## config.mk

```make
export PLATFORM = sky130hd
export DESIGN_NAME = noc_local_ni
export DESIGN_NICKNAME = d
export VERILOG_FILES = /design/src/rtl/noc_local_ni.sv
export SDC_FILE = /design/constraint.sdc
export NUM_CORES = 1
export LEC_CHECK = 0
export BUFFER_PORTS_ARGS = -buffer_cell sky130_fd_sc_hd__buf_2
export CORE_MARGIN = 3
export CORE_UTILIZATION = 30
export DETAILED_ROUTE_END_ITERATION = 8
export PLACE_DENSITY_LB_ADDON = 0.25
export SLEW_MARGIN = 10
export SYNTH_ARGS = -nofsm -noshare
export SYNTH_HDL_FRONTEND = slang
export SYNTH_SLANG_ARGS = --single-unit
```

## constraint.sdc

```tcl
create_clock -name clock -period 3.5 [get_ports clock]
set_input_delay 0.175 -clock clock [delete_from_list [all_inputs] [get_ports clock]]
set_output_delay 0.175 -clock clock [all_outputs]
set_load 0.03 [all_outputs]
```

## src/rtl/noc_local_ni.sv

```systemverilog
// Multi-channel Phoenix local network interface: buffered, credit-correct injection/ejection with packet parsing.
// Define NOC_NI_STATS_EN to add saturating per-channel sent/received packet counters.

module noc_ni_fifo #(
   parameter int unsigned W     = 16,
   parameter int unsigned DEPTH = 4
) (
   input  logic         clock,
   input  logic         reset,
   input  logic         push_i,
   input  logic         pop_i,
   input  logic [W-1:0] wdata_i,
   output logic [W-1:0] head_o,
   output logic         full_o,
   output logic         empty_o
);
   localparam int unsigned PW = $clog2(DEPTH);
   localparam int unsigned CW = $clog2(DEPTH) + 1;

   logic [W-1:0]  mem_q [DEPTH];
   logic [PW-1:0] wr_ptr_q, rd_ptr_q;
   logic [CW-1:0] count_q, count_d;
   logic          full_q, empty_q;
   logic          push, pop;

   // Requests are qualified by the registered flags only.
   assign push    = push_i & ~full_q;
   assign pop     = pop_i & ~empty_q;
   assign count_d = count_q + CW'(push) - CW'(pop);

   always_ff @(posedge clock) begin
      if (reset) begin
         wr_ptr_q <= '0;
         rd_ptr_q <= '0;
         count_q  <= '0;
         full_q   <= 1'b0;
         empty_q  <= 1'b1;
      end else begin
         if (push) wr_ptr_q <= wr_ptr_q + PW'(1);
         if (pop)  rd_ptr_q <= rd_ptr_q + PW'(1);
         count_q <= count_d;
         full_q  <= (count_d == CW'(DEPTH));
         empty_q <= (count_d == '0);
      end
   end

   always_ff @(posedge clock) begin
      if (push) mem_q[wr_ptr_q] <= wdata_i;
   end

   assign head_o  = mem_q[rd_ptr_q];
   assign full_o  = full_q;
   assign empty_o = empty_q;
endmodule

module noc_ni_parser #(
   parameter int unsigned W = 16
) (
   input  logic         clock,
   input  logic         reset,
   input  logic         adv_i,
   input  logic [W-1:0] flit_i,
   output logic         last_c_o
);
   typedef enum logic [1:0] {HDR, SIZE, PAY} state_e;

   state_e       state_q;
   logic [W-1:0] cnt_q;

   // Current flit closes the packet: zero-size flit, or final payload flit.
   assign last_c_o = ((state_q == SIZE) && (flit_i == '0)) ||
                     ((state_q == PAY) && (cnt_q == W'(1)));

   always_ff @(posedge clock) begin
      if (reset) begin
         state_q <= HDR;
         cnt_q   <= '0;
      end else if (adv_i) begin
         case (state_q)
            HDR:  state_q <= SIZE;
            SIZE: begin
               if (flit_i == '0) begin
                  state_q <= HDR;
               end else begin
                  cnt_q   <= flit_i;
                  state_q <= PAY;
               end
            end
            PAY: begin
               cnt_q <= cnt_q - W'(1);
               if (cnt_q == W'(1)) state_q <= HDR;
            end
            default: state_q <= HDR;
         endcase
      end
   end
endmodule

module noc_local_ni #(
   parameter int unsigned NCH      = 4,
   parameter int unsigned TAM_FLIT = 16,
   parameter int unsigned DEPTH    = 4
) (
   input  logic                    clock,
   input  logic                    reset,
   input  logic [NCH-1:0]          usr_wr,
   input  logic [NCH*TAM_FLIT-1:0] usr_wdata,
   output logic [NCH-1:0]          usr_full,
   input  logic [NCH-1:0]          usr_rd,
   output logic [NCH*TAM_FLIT-1:0] usr_rdata,
   output logic [NCH-1:0]          usr_empty,
   output logic [NCH-1:0]          usr_eop,
   output logic [NCH-1:0]          noc_rx,
   output logic [NCH*TAM_FLIT-1:0] noc_data_in,
   input  logic [NCH-1:0]          noc_credit_i,
   input  logic [NCH-1:0]          noc_tx,
   input  logic [NCH*TAM_FLIT-1:0] noc_data_out,
   output logic [NCH-1:0]          noc_credit_o,
   output logic [NCH-1:0]          pkt_sent,
   output logic [NCH-1:0]          pkt_rcvd
`ifdef NOC_NI_STATS_EN
   ,
   output logic [NCH*16-1:0]       tx_pkt_count,
   output logic [NCH*16-1:0]       rx_pkt_count
`endif
);
   for (genvar c = 0; c < NCH; c++) begin : g_ch
      logic [TAM_FLIT-1:0] tx_head, rx_flit;
      logic [TAM_FLIT:0]   rx_head;
      logic                tx_full, tx_empty, tx_xfer, tx_last;
      logic                rx_full, rx_empty, rx_acc, rx_last, rx_credit;
      logic                sent_q, rcvd_q;

      assign tx_xfer   = noc_credit_i[c] & ~tx_empty;
      assign rx_flit   = noc_data_out[c*TAM_FLIT +: TAM_FLIT];
      // Credit comes from the registered full flag, so a pop frees space only next cycle.
      assign rx_credit = ~rx_full & ~reset;
      assign rx_acc    = noc_tx[c] & rx_credit;

      noc_ni_fifo #(.W(TAM_FLIT), .DEPTH(DEPTH)) u_tx_fifo (
         .clock(clock), .reset(reset),
         .push_i(usr_wr[c]), .pop_i(noc_credit_i[c]),
         .wdata_i(usr_wdata[c*TAM_FLIT +: TAM_FLIT]),
         .head_o(tx_head), .full_o(tx_full), .empty_o(tx_empty)
      );

      noc_ni_parser #(.W(TAM_FLIT)) u_tx_parser (
         .clock(clock), .reset(reset),
         .adv_i(tx_xfer), .flit_i(tx_head), .last_c_o(tx_last)
      );

      noc_ni_fifo #(.W(TAM_FLIT + 1), .DEPTH(DEPTH)) u_rx_fifo (
         .clock(clock), .reset(reset),
         .push_i(rx_acc), .pop_i(usr_rd[c]),
         .wdata_i({rx_last, rx_flit}),
         .head_o(rx_head), .full_o(rx_full), .empty_o(rx_empty)
      );

      noc_ni_parser #(.W(TAM_FLIT)) u_rx_parser (
         .clock(clock), .reset(reset),
         .adv_i(rx_acc), .flit_i(rx_flit), .last_c_o(rx_last)
      );

      always_ff @(posedge clock) begin
         if (reset) begin
            sent_q <= 1'b0;
            rcvd_q <= 1'b0;
         end else begin
            sent_q <= tx_xfer & tx_last;
            rcvd_q <= rx_acc & rx_last;
         end
      end

      assign usr_full[c]                          = tx_full;
      assign noc_rx[c]                            = ~tx_empty;
      assign noc_data_in[c*TAM_FLIT +: TAM_FLIT]  = tx_head;
      assign usr_empty[c]                         = rx_empty;
      assign usr_rdata[c*TAM_FLIT +: TAM_FLIT]    = rx_head[TAM_FLIT-1:0];
      assign usr_eop[c]                           = rx_head[TAM_FLIT] & ~rx_empty;
      assign noc_credit_o[c]                      = rx_credit;
      assign pkt_sent[c]                          = sent_q;
      assign pkt_rcvd[c]                          = rcvd_q;

`ifdef NOC_NI_STATS_EN
      logic [15:0] tx_cnt_q, rx_cnt_q;

      // Counters step on the pulse cycle and stick at all-ones.
      always_ff @(posedge clock) begin
         if (reset) begin
            tx_cnt_q <= '0;
            rx_cnt_q <= '0;
         end else begin
            if (sent_q && (tx_cnt_q != 16'hFFFF)) tx_cnt_q <= tx_cnt_q + 16'd1;
            if (rcvd_q && (rx_cnt_q != 16'hFFFF)) rx_cnt_q <= rx_cnt_q + 16'd1;
         end
      end

      assign tx_pkt_count[c*16 +: 16] = tx_cnt_q;
      assign rx_pkt_count[c*16 +: 16] = rx_cnt_q;
`else
      // Statistics counters are not built in this configuration.
`endif
   end
endmodule

```

==> After elaboration in Yosys (flattened, before gate mapping) <==
Memory sizes are Yosys's and may differ from the RTL's. A register that Yosys moved wholly into a read port is not among the register bits.
Index checks and enable logic that the tools add are counted.
{ "totals": {"reg_bits": 224, "mem_bits_rw": 528, "output_inout_bits": 156, "n_memories": 8} }
{ "mem_list": {"columns": ["name", "words", "width", "read_ports", "rd_ports_with_merged_regs", "write_ports", "line", "rtl"], "rows": [
  ["g_ch[0].u_rx_fifo.mem_q", 4, 17, 1, 1, 1, "20", "logic [W-1:0] mem_q [DEPTH];"],
  ["g_ch[1].u_rx_fifo.mem_q", 4, 17, 1, 1, 1, "20", null],
  ["g_ch[2].u_rx_fifo.mem_q", 4, 17, 1, 1, 1, "20", null],
  ["g_ch[3].u_rx_fifo.mem_q", 4, 17, 1, 1, 1, "20", null],
  ["g_ch[0].u_tx_fifo.mem_q", 4, 16, 1, 1, 1, "20", null],
  ["g_ch[1].u_tx_fifo.mem_q", 4, 16, 1, 1, 1, "20", null],
  ["2 more memories", null, null, null, null, null, null, null]
]} }
{ "classes": {"n_addsub": 40, "n_eq_ne": 48, "mux": 72, "n_bitwise": 53, "n_reduce_logical": 72} }
{ "ops": {"columns": ["operator", "count"], "rows": [
  ["case mux 16 bit (2 select lines)", 8],
  ["equality test 16 x 1 -> 1 bit, second input constant", 8],
  ["logical NOT 16 bit", 8],
  ["two-way mux 16 bit", 8],
  ["subtractor 16 x 1 -> 16 bit, second input constant", 8],
  ["two-way mux 2 bit", 32],
  ["case mux 2 bit (3 select lines)", 8],
  ["AND 1 bit", 36],
  ["adder 2 x 1 -> 2 bit, second input constant", 16],
  ["inequality test 2 bit, second input constant", 16],
  ["adder 3 x 1 -> 3 bit", 8],
  ["equality test 3 bit, second input constant", 8],
  ["logical NOT 3 bit", 8],
  ["AND reduction 3 bit", 8],
  ["subtractor 3 x 1 -> 3 bit", 8],
  ["NOT 1 bit", 17],
  ["equality test 2 x 1 -> 1 bit, second input constant", 8],
  ["equality test 2 bit, second input constant", 8],
  ["logical AND 1 bit", 16],
  ["logical NOT 2 bit", 8],
  ["two-way mux 1 bit", 16],
  ["AND reduction 2 bit", 8],
  ["nonzero test 2 bit", 8],
  ["logical OR 1 bit", 8]
]} }

==> Depth between registers and ports, before layout <==
Gate-level depths: netlist (run 1).
{ "logic_depth": {"word_depth": 7, "mapped_depth": 12, "depth_no_buf": 11} }

==> Modules after synthesis <==
From an unflattened synthesis (run 1), not the netlist that was laid out.
{ "unflattened": {"cells_unflattened": 2257, "hier_area_um2": 32467.4} }
{ "modules_own_cells": {"columns": ["module", "instances", "cells_each", "area_each_um2"], "rows": [
  ["noc_ni_fifo at g_ch[0].u_rx_fifo ...", 4, 138, 2984.1],
  ["noc_ni_fifo at g_ch[0].u_tx_fifo ...", 4, 133, 2837.7],
  ["noc_ni_parser at g_ch[2].u_rx_parser ...", 4, 140, 1078.5],
  ["noc_ni_parser at g_ch[0].u_rx_parser ...", 4, 139, 1077.3],
  ["noc_local_ni", 1, 57, 556.8]
]} }

==> Worst setup path after synthesis (run 1) <==
OpenSTA, ideal clock, no wires.
{ "synth_timing": {"path_kind": "register to register", "start": "reg (tool-made name)", "end": "reg g_ch[3].u_tx_parser.cnt_q[11]", "arrival_ns": 2.555, "path_slack_ns": 0.854, "stages_incl_launch_ff": 9, "n_path_buf": 2, "synth_period_minus_slack_ns": 2.646, "path_cell_list": "dfxtp_1 > buf_2 > buf_6 > mux4_2 > nor4_1 > nand4_1 > nand2_1 > mux2_2 > a311oi_1"} }
{ "synth_rtl": {"columns": ["element", "line", "rtl"], "rows": [
  ["to (signal assigned)", "85", "cnt_q <= flit_i;"],
  ["to (signal assigned)", "90", "cnt_q <= cnt_q - W'(1);"],
  ["to (decl)", "68", "logic [W-1:0] cnt_q;"]
]} }

==> results of run 1 <==
## per-layer routing
| layer | up-vias | track usage |
|---|---|---|
| li1 | 10100 | - |
| met1 | 10600 | 0.177 |
| met2 | 566 | 0.242 |
| met3 | 114 | 0.0325 |
| met4 | 4 | 0.0351 |
| met5 | - | 0 |
## kinds of logic (layout without fill, tap and decap cells)
family / count (synthesis) / after routing / synth area share
compound gates: 457 / 457 / 0.0925
other cells: 0 / 1 / 0
flops: 768 / 768 / 0.634
simple gates: 682 / 682 / 0.102
xor+xnor: 49 / 49 / 0.0132
fa+ha+maj: 72 / 72 / 0.0295
buf+inv: 244 / 723 / 0.0328
mux: 140 / 140 / 0.0958
## worst max path at each step
stage | from | endpoint | slack [ns] | cells after the start
2_1_floorplan | register | g_ch[3].u_tx_parser.cnt_q[11]$_SDFFE_PP0P_ | 0.85 | 8
3_3_place_gp | register | g_ch[0].u_tx_parser.cnt_q[15]$_SDFFE_PP0P_ | 0.56 | 8
3_5_place_dp | register | g_ch[2].u_tx_parser.cnt_q[4]$_SDFFE_PP0P_ | 0.52 | 8
4_1_cts | register | g_ch[0].u_tx_parser.cnt_q[15]$_SDFFE_PP0P_ | 0.50 | 8
5_1_grt | register | g_ch[0].u_tx_parser.cnt_q[15]$_SDFFE_PP0P_ | 0.26 | 8
6_report | register | g_ch[0].u_tx_parser.cnt_q[15]$_SDFFE_PP0P_ | 0.51 | 8
## worst register-to-register path, delay by kind of cell, from the launching register on
family,cells,cell delay [ns]
multiplexers,1,0.59
AND/OR/NAND/NOR,3,1.14
flip-flops,1,0.30
AO/OA/AOI/OAI,2,0.32
buffers and inverters,2,0.55
## power by group
part / switching, uW / total, uW / internal (uW)
registers: 574 / 11400 / 10800
clock network: 3730 / 9260 / 5530
logic: 4790 / 7510 / 2710
total: 9100 / 28100 / 19000
## state kept, by name, indices dropped and copies added, names as in the netlist, named ones only
signal / flops
g_ch.u_tx_fifo.empty_o: 4
g_ch.u_rx_fifo.mem_q: 272
g_ch.u_rx_fifo.rd_ptr_q: 8
g_ch.u_tx_fifo.wr_ptr_q: 8
g_ch.u_tx_fifo.count_q: 12
g_ch.u_rx_fifo.empty_o: 4
g_ch.rcvd_q: 4
g_ch.u_rx_fifo.wr_ptr_q: 8
g_ch.u_rx_fifo.full_o: 4
g_ch.u_tx_fifo.full_o: 4
g_ch.u_tx_fifo.rd_ptr_q: 8
g_ch.u_tx_parser.state_q: 8
g_ch.sent_q: 4
g_ch.u_rx_parser.cnt_q: 64
g_ch.u_tx_fifo.mem_q: 256
g_ch.u_rx_fifo.count_q: 12
g_ch.u_tx_parser.cnt_q: 64
g_ch.u_rx_parser.state_q: 8
## through the flow
stage	cell area (sq um)	power (uW)	hold WS (ns)	instances
global placement	35400	18900	0.384	3999
floorplan	32600	16800	0.274	2412
CTS	39600	28600	0.00805	4294
global route	39600	29600	0.0769	4294
detailed placement	35400	19000	0.393	3999
finish	39600	28100	0.0813	4295
## final cells by class
class | instances | area, sq um
Antenna cell | 1 | 2.50
Clock buffer | 115 | 2390
Clock inverter | 49 | 559
Fill cell | 10200 | 67700
Inverter | 94 | 353
Multi-Input combinational cell | 1400 | 10800
Sequential cell | 768 | 20700
Tap cell | 1403 | 1760
Timing Repair Buffer | 465 | 3070
## timing repair
item                       4_1_cts  5_1_grt
buffers inserted                 0        0
hold buffers                   131        0
gates resized for setup          0        0
hold endpoints to repair       595        0
setup endpoints to repair        0        0
## Yosys cell counts (26+ instances only)
| cell type | instances |
|---|---|
| edfxtp_1 | 528 |
| dfxtp_1 | 240 |
| nor2_1 | 195 |
| nand2_1 | 171 |
| a21oi_1 | 116 |
| mux4_2 | 116 |
| o21ai_0 | 96 |
| clkbuf_1 | 93 |
| inv_1 | 86 |
| ha_1 | 64 |
| nor3_1 | 61 |
| nor4_1 | 60 |
| a22oi_1 | 39 |
| xnor2_1 | 33 |
| o31ai_1 | 32 |
| and2_1 | 30 |
| a211oi_1 | 29 |
| nand3_1 | 27 |
| and3_1 | 26 |
==> flow_summary.toml, run 1 <==
[timing]
layout_min_cycle_time_ns = 2.99
grt_setup_unrepaired = "no"
worst_slew_pin_slew_ns = 1.08
setup_slack_ns = 0.509
hold_viol = 0
finClkSkew_ns = 0.0222
maxSlewViolCount = 0
fin_tns_setup_ns = 0
slew_headroom = 0.277
min_period_over_period = 0.855
setup_viol = 0
fmax_ghz = 0.334

[cells_and_area]
final_util = 0.369
area_growth_pct = 21.7
final_common_cell = "edfxtp_1"
fin_nets = 3034
drive_gt1_frac = 0.211
final_cell_mix = "528 x edfxtp_1, 300 x buf_2, 240 x dfxtp_1"

[setup_path]
path_delay_family = "simple AND/OR/NAND/NOR gates"
ff2ff_path_depth = 8
end_kind = "register"
crit_chain = "buf_4 -> mux4_2 -> nor4_1 -> nand4_1 -> nand2_1 -> buf_4 -> o311ai_0 -> a21oi_1"
cp.arrival_ns = 3.55
r2r_end = "g_ch[0].u_tx_parser.cnt_q[15]$_SDFFE_PP0P_"
worstSetupPathType = "reg2reg"
r2r_setup_slack_ns = 0.51
slowest_stage = "mux4_2"
slowest_delay_ns = 0.59
path_max_fanout = 16
path_buf_inv = 2
start_kind = "register"
cp.required_ns = 4.06
crit_top_cell = "buf_4"

[synthesis]
yosysUniqueCellTypes = 77
yosys-top-cells-area = "edfxtp_1 49%, dfxtp_1 15%, mux4_2 8.0%, ha_1 2.5%, nor2_1 2.2%"
synth_ff_type = "edfxtp_1"
yosys.area.top_type = "edfxtp_1"
async_reset_ff_frac = 0
yosysWarnings = 0
avgSynthCellArea_sq_um = 13.5
syn_area_sq_um = 32600
synth_edf_count = 528
ys_seq_area_frac = 0.634
synth-seq-cells = 768
synthesis.instances = 2412
syn_nets = 2630
synth_top_area_frac = 0.487

[detailed_routing]
met2WireLength_mm = 40.0
detail-route-antenna-nets = 0
drcViolationCount = 0
dr.first_iter.drc_count = 1391
drt-met1-wl_mm = 34.2
wl_per_cell_um = 18.7
vias_per_cell = 4.97
routed-wl-met3_mm = 4.49
drt_wl_total_mm = 80.2
num_vias = 21400
drtPass1Iterations = 5
top_layer = "met5"

[pwr]
cellLeakagePower_uw = 0.0139
max-vdd-ir-drop_uv = 416
cellPowerDensity_nw_per_um2 = 709

[floorplanning]
die_area_sq_um = 113000
die_w_um = 335
start_util = 0.303
core_sq_um = 107000
rows = 120
io_pins = 302
fp.dieH_um = 335

[clock_tree]
clockBufferDepth = 3
clk_pin_slew_ns = 0.06
cts-root-buf = "clkbuf_16"
numCtsBuffers = 87
cts_tree = "done"
worstSkewPairLatency_ns = 0.64
cts_htree_levels = 3
clock-sinks = 768

[place]
dpl.hpwl_mm = 54.4
place_congestion = 0.816
port_buffers = 301
place_ws_ns = 0.517

[hold_path]
hold_path_depth = 4
min_path_type = "in2reg"
hold-path-endpoint = "g_ch[0].u_rx_fifo.rd_ptr_q[0]$_SDFFE_PP0P_"
hp-start = "usr_rd[0]"

[global_route]
grt_use_total = 0.140
antenna_found_initial = 3
overflow = 0
grt_pass1_vias = 21900
grt_max_degree = 72
grt_pass1_wl_mm = 125

[status]
outcome = "finished clean"

[job]
max_cap_viol_count = 0
(Power assumes the default switching activity.)
==> run 2, diff against run 1 <==
==> constraint.sdc (replaced) <==
create_clock -name clock -period 3.2 [get_ports clock]
set_input_delay 0.16 -clock clock [delete_from_list [all_inputs] [get_ports clock]]
set_output_delay 0.16 -clock clock [all_outputs]
set_load 0.03 [all_outputs]
==> flow_summary.toml, run 2 (same netlist as run 1, synthesis figures left out) <==
[status]
outcome = "finished clean"

[global_route]
grt_max_degree = 79
grt_use_total = 0.142
grt_pass1_wl_mm = 127
antenna_found_initial = 2
grt_pass1_vias = 22200
overflow = 0

[job]
max_cap_viol_count = 0

[cells_and_area]
fin_area_sq_um = 39800
largest_reg_flops = 272
final_common_cell = "edfxtp_1"
area_growth_pct = 22.2
fin_nets = 3064
drive_gt1_frac = 0.214
top_register = "g_ch.u_rx_fifo.mem_q"
fill_cells = 10200
final_cell_mix = "528 x edfxtp_1, 300 x buf_2, 240 x dfxtp_1"
reg_top3 = "g_ch.u_rx_fifo.mem_q: 272 flops, g_ch.u_tx_fifo.mem_q: 256 flops"
final_cells = 4324

[clock_tree]
worstSkewPairLatency_ns = 0.65
ctsHoldBuffers = 136
clock-sinks = 768
cts-root-buf = "clkbuf_16"
numCtsBuffers = 86
post_cts_buffers = 0
clk_pin_slew_ns = 0.06
clockBufferDepth = 3
ctsResizeCount = 0
cts_htree_levels = 3
cts_tree = "done"

[pwr]
cellLeakagePower_uw = 0.0140
max-vdd-ir-drop_uv = 466
cellPowerDensity_nw_per_um2 = 770

[timing]
maxSlewViolCount = 0
hold_slack_ns = 0.0928
hold_viol = 0
grt_setup_unrepaired = "no"
min_period_over_period = 0.873
setup_slack_ns = 0.406
layout_min_cycle_time_ns = 2.79
fin_tns_setup_ns = 0
setup_viol = 0
slew_headroom = 0.305
worst_slew_pin_slew_ns = 1.04
finClkSkew_ns = 0.0175
fmax_ghz = 0.358

[place]
dp.cells = 4025
place_congestion = 0.813
dpl.hpwl_mm = 55.0
placed_cell_area_sq_um = 35600
place_ws_ns = 0.365
port_buffers = 301

[detailed_routing]
drt-met1-wl_mm = 35.0
vias_per_cell = 4.99
drcViolationCount = 0
drtPass1Iterations = 5
routed-wl-met3_mm = 4.17
dr.first_iter.drc_count = 1482
top_layer = "met5"
met2WireLength_mm = 39.9
num_vias = 21600
drt_wl_total_mm = 80.8
detail-route-antenna-nets = 0
wl_per_cell_um = 18.7

[floorplanning]
io_pins = 302
start_util = 0.303
core_sq_um = 107000
fp.dieH_um = 335
rows = 120
die_area_sq_um = 113000
die_w_um = 335

[setup_path]
start_kind = "register"
worstSetupPathType = "reg2reg"
cp.required_ns = 3.72
cp.arrival_ns = 3.31
end_kind = "register"
path_max_fanout = 16

[hold_path]
min_path_type = "in2reg"
-- run 2: final timing paths --
path	from	end	slack, ns	depth (start not counted)
max reg2reg	register	g_ch[0].u_tx_parser.cnt_q[5]$_SDFFE_PP0P_	0.41	8
min	usr_wr[3]	g_ch[3].u_tx_fifo.wr_ptr_q[0]$_SDFFE_PP0P_	0.09	4
max	register	g_ch[0].u_tx_parser.cnt_q[5]$_SDFFE_PP0P_	0.41	8
min reg2reg	g_ch[2].u_tx_parser.cnt_q[15]$_SDFFE_PP0P_	g_ch[2].u_tx_parser.cnt_q[15]$_SDFFE_PP0P_	0.47	2
-- run 2: critical path: stages (launching register included) --
cell     delay, ns
dfxtp_1       0.30
buf_4         0.31
mux4_2        0.60
nor4_1        0.40
nand4_1       0.35
nand2_1       0.18
buf_4         0.19
nand2_1       0.08
a32o_1        0.27
-- run 2: cell type report --
cell class / instances / area, sq um / area share
clock buffer: 112 / 2320 / 0.0584
inverter: 94 / 353 / 0.00887
sequential: 768 / 20700 / 0.519
tap: 1403 / 1760 / 0.0441
clock inverter: 49 / 518 / 0.0130
multi-input combinational: 1400 / 10800 / 0.272
antenna: 2 / 5.00 / 0.000126
timing repair buffer: 496 / 3340 / 0.0840
-- run 2: where the power goes --
group | total, uW | leakage [uW] | switching (uW) | internal (uW)
logic | 8310 | 0.00584 | 5270 | 3040
registers | 12400 | 0.00676 | 625 | 11800
clock network | 9920 | 0.00138 | 3980 | 5940
total | 30600 | 0.0140 | 9880 | 20800
-- run 2: per-layer routing --
metal	up-vias	GRT usage
li1	10100	-
met1	10800	0.182
met2	542	0.240
met3	114	0.0291
met4	2	0.0448
met5	-	0
-- run 2: metrics by stage --
| step | total power, uW | util |
|---|---|---|
| after global routing | 32300 | 0.371 |
| after detailed placement | 20900 | 0.332 |
| final | 30600 | 0.371 |
| after floorplan | 18400 | - |
| after global placement | 20700 | 0.332 |
| after CTS | 31100 | 0.371 |
==> run 3, diff against run 2 <==
--- a/config.mk
+++ b/config.mk
@@ -6,9 +6,11 @@
 export NUM_CORES = 1
 export LEC_CHECK = 0
 export BUFFER_PORTS_ARGS = -buffer_cell sky130_fd_sc_hd__buf_2
+export CAP_MARGIN = 20
 export CORE_MARGIN = 3
 export CORE_UTILIZATION = 30
 export DETAILED_ROUTE_END_ITERATION = 8
+export GPL_TIMING_DRIVEN = 0
 export PLACE_DENSITY_LB_ADDON = 0.25
 export SLEW_MARGIN = 10
 export SYNTH_ARGS = -nofsm -noshare
==> flow_summary.toml, run 3 (same netlist as run 1, synthesis figures left out) <==
[clock_tree]
cts_tree = "done"
numCtsBuffers = 89
clock-sinks = 768
clk_pin_slew_ns = 0.06
clockBufferDepth = 3
cts_htree_levels = 3
cts-root-buf = "clkbuf_16"
worstSkewPairLatency_ns = 0.65

[pwr]
p_sw_uw = 10100
max-vdd-ir-drop_uv = 493
cellPowerDensity_nw_per_um2 = 782
p_clk_frac = 0.339
comb_power_share = 0.270
seq_power_share = 0.390
intPower_uw = 21500
sw_frac_of_total = 0.320
cellLeakagePower_uw = 0.0142

[cells_and_area]
top_register = "g_ch.u_rx_fifo.mem_q"
largest_reg_flops = 272
fill_cells = 10200
reg_top3 = "g_ch.u_rx_fifo.mem_q: 272 flops, g_ch.u_tx_fifo.mem_q: 256 flops"
final_common_cell = "edfxtp_1"
drive_gt1_frac = 0.211
area_growth_pct = 24.3
fin_nets = 3163
final_cell_mix = "528 x edfxtp_1, 314 x buf_2, 240 x dfxtp_1"

[timing]
slew_headroom = 0.281
hold_viol = 0
finClkSkew_ns = 0.0208
fmax_ghz = 0.331
min_period_over_period = 0.943
setup_viol = 0
fin_tns_setup_ns = 0
maxSlewViolCount = 0
layout_min_cycle_time_ns = 3.02
hold_slack_ns = 0.118
worst_slew_pin_slew_ns = 1.08
grt_setup_unrepaired = "no"

[floorplanning]
fp.dieH_um = 335
start_util = 0.303
die_area_sq_um = 113000
io_pins = 302
die_w_um = 335
rows = 120
core_sq_um = 107000

[setup_path]
cp.required_ns = 3.73
start_kind = "register"
worstSetupPathType = "reg2reg"
path_max_fanout = 10
cp.arrival_ns = 3.55
end_kind = "register"

[place]
place_congestion = 0.827
port_buffers = 301
dpl.hpwl_mm = 62.5

[detailed_routing]
vias_per_cell = 4.97
dr.first_iter.drc_count = 1366
drt_wl_total_mm = 90.4
num_vias = 22000
detail-route-antenna-nets = 0
wl_per_cell_um = 20.4
drtPass1Iterations = 4
drcViolationCount = 0

[global_route]
overflow = 0
grt_use_total = 0.159
antenna_found_initial = 8
grt_max_degree = 18
grt_pass1_wl_mm = 137
grt_pass1_vias = 22100

[job]
max_cap_viol_count = 0

[status]
outcome = "finished clean"

[hold_path]
min_path_type = "in2reg"
run 3: cell types whose count changed in the layout (fill, tap and decap cells not counted), sizes merged, moves of 2 or more:
cell,delta
clkinv,-7
bufinv,+5
dlygate4sd3,-2
buf,+8
clkbuf,+93
diode,+2
clkdlybuf4s15,+4
run 3: cell type report:
class                           count  area, sq um  area share
Clock buffer                      119         2470      0.0611
Tap cell                         1403         1760      0.0434
Buffer                            145          736      0.0182
Inverter                           94          360     0.00890
Clock inverter                     47          623      0.0154
Antenna cell                        4         10.0    0.000247
Sequential cell                   768        20700       0.510
Timing Repair Buffer              447         3010      0.0744
Multi-Input combinational cell   1400        10900       0.268
run 3: worst paths after layout:
check,start,to,slack [ns],cells after the start
max reg2reg,g_ch[0].u_tx_fifo.empty_o$_SDFF_PP1_,g_ch[0].u_tx_fifo.full_o$_SDFF_PP0_,0.18,12
max,g_ch[0].u_tx_fifo.empty_o$_SDFF_PP1_,g_ch[0].u_tx_fifo.full_o$_SDFF_PP0_,0.18,12
min reg2reg,g_ch[0].u_tx_parser.cnt_q[13]$_SDFFE_PP0P_,g_ch[0].u_tx_parser.cnt_q[13]$_SDFFE_PP0P_,0.47,2
min,noc_credit_i[3],g_ch[3].u_tx_parser.state_q[0]$_SDFFE_PP0P_,0.12,5
run 3: power groups by stage:
stage	Clock [uW]	Sequential [uW]	Combinational, uW
2_1_floorplan	0	12300	6060
3_3_place_gp	0	12500	8530
3_5_place_dp	0	12500	8560
4_1_cts	11000	12300	8740
5_1_grt	11400	12500	9390
6_report	10700	12400	8570
run 3: critical path, stage by stage, from the launching register on:
cell and delay [ns]:
dfxtp_1 0.37, nand2b_1 0.29, buf_2 0.31, clkinvlp_4 0.22, buf_2 0.26, ha_1 0.32, inv_1 0.06, ha_1 0.13
inv_1 0.05, fa_1 0.40, xnor2_1 0.16, nor2_1 0.08, and3_1 0.23
run 3: routing by layer:
metal  wire length (um)  vias to the layer above  global-route usage
met3               5100                      148              0.0357
met2              43300                      591               0.264
met4               2120                        8              0.0435
met1              39900                    10900               0.210
met5                 55                        -                   0
li1                   -                    10300                   -
run 3: per-stage QoR:
step	utilization	cell area (sq um)	power [uW]	instances	setup slack [ns]
2_1_floorplan	-	32600	18400	2412	0.554
3_3_place_gp	0.334	35800	21000	4116	-0.333
3_5_place_dp	0.335	35900	21100	4123	-0.301
4_1_cts	0.376	40400	32100	4422	0.00156
5_1_grt	0.377	40500	33300	4423	0.00380
6_report	0.377	40500	31700	4427	0.183
run 3: repair_timing:
action                                  in CTS  in global routing
endpoints found under the setup margin      70                 60
hold endpoints to repair                   583                  0
gates resized for setup                     14                  6
cloned                                       0                  0
pin swaps                                    0                  4
buffers inserted                             0                  4
hold buffers                               134                  0
